===== config.mk =====
export PLATFORM = sky130hd
export DESIGN_NAME = exe_mem_skid_reg
export DESIGN_NICKNAME = d
export VERILOG_FILES = /design/src/rtl/exe_mem_skid_reg.sv
export SDC_FILE = /design/constraint.sdc
export NUM_CORES = 1
export LEC_CHECK = 0
export CAP_MARGIN = 15
export CELL_PAD_IN_SITES_DETAIL_PLACEMENT = 0
export CELL_PAD_IN_SITES_GLOBAL_PLACEMENT = 1
export CORE_MARGIN = 3
export CORE_UTILIZATION = 40
export DETAILED_ROUTE_END_ITERATION = 7
export PLACE_DENSITY_LB_ADDON = 0.1
export SYNTH_ARGS = -nofsm -noshare
export SYNTH_HDL_FRONTEND = slang
export SYNTH_SLANG_ARGS = --single-unit

===== constraint.sdc =====
create_clock -name clk -period 2.7 [get_ports clk]
set_input_delay 0.405 -clock clk [delete_from_list [all_inputs] [get_ports clk]]
set_output_delay 0.405 -clock clk [all_outputs]
set_load 0.02 [all_outputs]

===== src/rtl/exe_mem_skid_reg.sv =====
// Two-entry skid register carrying EXE results into the MEM stage (main entry drives outputs, skid entry absorbs one stall).
// Latency: a beat accepted while empty appears on the outputs one cycle later.
// Backpressure: in_ready drops only when both entries are full; it depends on registered state only, never on out_ready.
module exe_mem_skid_reg #(
    parameter int DATA_W = 32,
    parameter int REG_W  = 4
) (
    input  logic              clk,
    input  logic              rst,
    input  logic              flush,
    input  logic              in_valid,
    output logic              in_ready,
    input  logic              WB_en_in,
    input  logic              MEM_R_EN_in,
    input  logic              MEM_W_EN_in,
    input  logic [DATA_W-1:0] ALU_Result_in,
    input  logic [DATA_W-1:0] val_Rm_in,
    input  logic [REG_W-1:0]  Dest_in,
    output logic              out_valid,
    input  logic              out_ready,
    output logic              WB_en,
    output logic              MEM_R_EN,
    output logic              MEM_W_EN,
    output logic [DATA_W-1:0] ALU_result,
    output logic [DATA_W-1:0] val_Rm,
    output logic [REG_W-1:0]  Dest,
    output logic [1:0]        count,
    output logic              skid_valid,
    output logic              skid_WB_en,
    output logic [REG_W-1:0]  skid_Dest
);

    typedef struct packed {
        logic              wb_en;
        logic              mem_r_en;
        logic              mem_w_en;
        logic [DATA_W-1:0] alu_result;
        logic [DATA_W-1:0] val_rm;
        logic [REG_W-1:0]  dest;
    } beat_t;

    typedef enum logic [1:0] {
        S_EMPTY = 2'd0,
        S_ONE   = 2'd1,
        S_FULL  = 2'd2
    } state_t;

    state_t state_q, state_d;
    beat_t  main_q, skid_q, in_beat;
    logic   main_vld, skid_vld;
    logic   in_fire, out_fire;
    logic   load_main_in, load_main_skid, load_skid_in;

    assign in_beat = '{wb_en:      WB_en_in,
                       mem_r_en:   MEM_R_EN_in,
                       mem_w_en:   MEM_W_EN_in,
                       alu_result: ALU_Result_in,
                       val_rm:     val_Rm_in,
                       dest:       Dest_in};

    // Valid bits are decoded straight from the state register.
    assign main_vld = (state_q != S_EMPTY);
    assign skid_vld = (state_q == S_FULL);

    assign in_ready  = !skid_vld;
    assign out_valid = main_vld;
    assign count     = {1'b0, main_vld} + {1'b0, skid_vld};

    // A beat offered during flush is dropped, so it never counts as accepted.
    assign in_fire  = in_valid && in_ready && !flush;
    assign out_fire = out_valid && out_ready;

    // Enables are masked by the valid bits so a consumed beat cannot re-trigger a memory access.
    assign WB_en      = main_q.wb_en    && main_vld;
    assign MEM_R_EN   = main_q.mem_r_en && main_vld;
    assign MEM_W_EN   = main_q.mem_w_en && main_vld;
    assign ALU_result = main_q.alu_result;
    assign val_Rm     = main_q.val_rm;
    assign Dest       = main_q.dest;

    assign skid_valid = skid_vld;
    assign skid_WB_en = skid_q.wb_en && skid_vld;
    assign skid_Dest  = skid_q.dest;

    // Next-state and entry-load decode; flush overrides every handshake.
    always_comb begin
        state_d        = state_q;
        load_main_in   = 1'b0;
        load_main_skid = 1'b0;
        load_skid_in   = 1'b0;
        if (flush) begin
            state_d = S_EMPTY;
        end else begin
            unique case (state_q)
                S_EMPTY: begin
                    if (in_fire) begin
                        state_d      = S_ONE;
                        load_main_in = 1'b1;
                    end
                end
                S_ONE: begin
                    if (in_fire && out_fire) begin
                        load_main_in = 1'b1;
                    end else if (in_fire) begin
                        state_d      = S_FULL;
                        load_skid_in = 1'b1;
                    end else if (out_fire) begin
                        state_d = S_EMPTY;
                    end
                end
                S_FULL: begin
                    if (out_fire) begin
                        state_d        = S_ONE;
                        load_main_skid = 1'b1;
                    end
                end
                default: state_d = S_EMPTY;
            endcase
        end
    end

    // State and entry registers; reset clears everything, otherwise data holds unless reloaded.
    always_ff @(posedge clk) begin
        if (rst) begin
            state_q <= S_EMPTY;
            main_q  <= '0;
            skid_q  <= '0;
        end else begin
            state_q <= state_d;
            if (load_main_in) begin
                main_q <= in_beat;
            end else if (load_main_skid) begin
                main_q <= skid_q;
            end
            if (load_skid_in) begin
                skid_q <= in_beat;
            end
        end
    end

endmodule

==> metrics.txt <==
net count after synthesis 878; Slew Limit Headroom 55.3%; initial antenna violation count 0; vias 5457; core area 0.0161 mm2; Nets 929; placed cell area 0.00781 mm2; routability cong. 0.772; most frequent cells in the layout nand2_1 (284), clkdlybuf4s50_1 (155), dfxtp_1 (143); dpl ws 0.392 ns; initial DRC count 243; Reg clk slew, reported paths 0.06 ns; Mean Syn Cell Area 8.30 um2; maximum fanout along the worst path 8; drt via density 5.05; setup TNS 0 ns; measured slew at the worst slew-check pin 0.670 ns; ant diodes 0; Max Cap Viol 0; Final Setup Violations 0; FF+latch count, synth 144; drt wl/cell 15.4 um; Clock Path Buffers 2; Die ar. 0.0182 mm2; largest net degree at the start of global routing 79; Inst Count DP 1049; drc violations 0; Critical Path RT 2.30 ns; Tcrit/Tclk final 91.4%; die height 135 um; post-route insts no fill 1080; Final Cell Area 0.00843 mm2; post-synthesis sequential area ratio 43.3%; CTS tree done; Post-Syn Instances 801; PD cells 639 mW/mm2; Worst-Skew Late Latency 0.41 ns; signal arrival time at the worst endpoint 2.06 ns; unrepaired setup endpoints after global routing no; HP Class reg2reg; I/O pin total 157; antenna viol nets, final 0; number of global-route vias before repair 5251; clk sinks 144; port buffer count 156; Final Hold Fails 0; CTS root buffer clkbuf_16; Crit. End Element output port; Hold Buf Count CTS 0; Total GRT Usage 18.3%; H-Tree Depth 4; clk_skew 0.00730 ns; Chip Width 135 um; Fmax 405 MHz; share of cells above drive strength 1 13.7%; Slew Viols, Final 0; leakage 0.00279 uW; CTS Buf Count 17; Initial Util 41.4%; DPL Wire Length 9900 um; first-pass GRT wire length 26800 um; setup ws final 0.231 ns; post-CTS sizing 0; Yosys cell types 25; most common cell after layout, fill and taps aside nand2_1; status finished, final reports clean; post-layout util 52.5%; FF-to-FF setup slack 0.96 ns; std cell rows 46; Yosys warnings 0; Congestion Overflow GR 0; first drt pass iteration count 4; Cell Area, Synth 0.00665 mm2; Final min period 2.47 ns; setup repair bufs after CTS 0; maximum VDD drop 0.406 mV; WL final 16600 um; synth-to-layout area growth 26.8%; Startpoint Class register; CP Class reg2out
[cells in the mapped netlist (all sizes together)]
library cell / instances / share of area (%)
and3b: 1 / 0.13
nor4b: 1 / 0.13
nand2b: 2 / 0.19
and2: 1 / 0.094
or3: 1 / 0.094
nor2: 72 / 4.1
or3b: 1 / 0.13
nand3b: 2 / 0.23
a21oi: 74 / 5.6
inv: 3 / 0.17
clkbuf: 44 / 2.5
buf: 91 / 10
nor3: 1 / 0.15
nand2: 284 / 16
and2b: 1 / 0.11
xor2: 1 / 0.13
a311oi: 71 / 16
o21ai: 1 / 0.075
ha: 1 / 0.19
nor2b: 3 / 0.28
dfxtp: 144 / 43
a2111oi: 1 / 0.13
[flip-flops by register name, indices dropped and copies added, names as in the netlist]
name / flops
main_q: 3
state_q: 2
skid_q: 67
Dest: 4
val_Rm: 32
skid_Dest: 4
ALU_result: 32
[cell families (layout without fill, tap and decap cells)]
logic type                 after synthesis  after routing  synth area share, %
AOI/OAI and AO/OA                      147            147                 21.7
xor gates and xnor gates                 1              1                0.132
adders and majority gates                1              1                0.188
buffers and inverters                  138            201                 13.0
DFF                                    144            144                 43.3
and+or+nand+nor                        370            370                 21.6
[critical path, cell delays in order (launching register included)]
cell             delay [ns]
dfxtp_2                0.41
and2b_1                0.23
inv_1                  0.09
ha_1                   0.27
inv_1                  0.05
clkdlybuf4s50_1        0.59
[area by class of cell]
class / count / area, um2
Timing Repair Buffer: 167 / 1730
Multi-Input combinational cell: 519 / 2920
Tap cell: 216 / 270
Fill cell: 1472 / 7630
Inverter: 3 / 11.3
Clock buffer: 19 / 453
Clock inverter: 12 / 165
Sequential cell: 144 / 2880
[power breakdown]
group | switching, uW | internal, uW | leakage (uW)
logic | 326 | 325 | 0.00131
registers | 46.9 | 2210 | 0.00117
clock network | 902 | 1580 | 0.000304
[final timing paths]
check,startpoint,to,cells after the start
worst max-delay path,state_q[1],count[0],5
worst min-delay path,skid_q[58],skid_q[58],2
worst min register to register,skid_q[58],skid_q[58],2
worst max register to register,state_q[1],val_Rm[5],5
[metrics by stage]
stage	power, uW	hold slack (ns)
after detailed placement	2950	0.447
after CTS	5440	0.455
after floorplan	2730	0.437
after global placement	2950	0.441
final	5390	0.453
after global routing	5590	0.470
[layer usage]
metal	vias to the layer above	share of wire [%]	wire, um	global-route usage [%]
met5	-	0	0	0
met4	0	0.94	156	5.21
met3	13	6.1	1010	5.74
met2	144	47	7800	29.6
met1	2607	46	7670	23.7
li1	2693	-	-	-
Note: power is estimated with default switching activity, not from simulation.
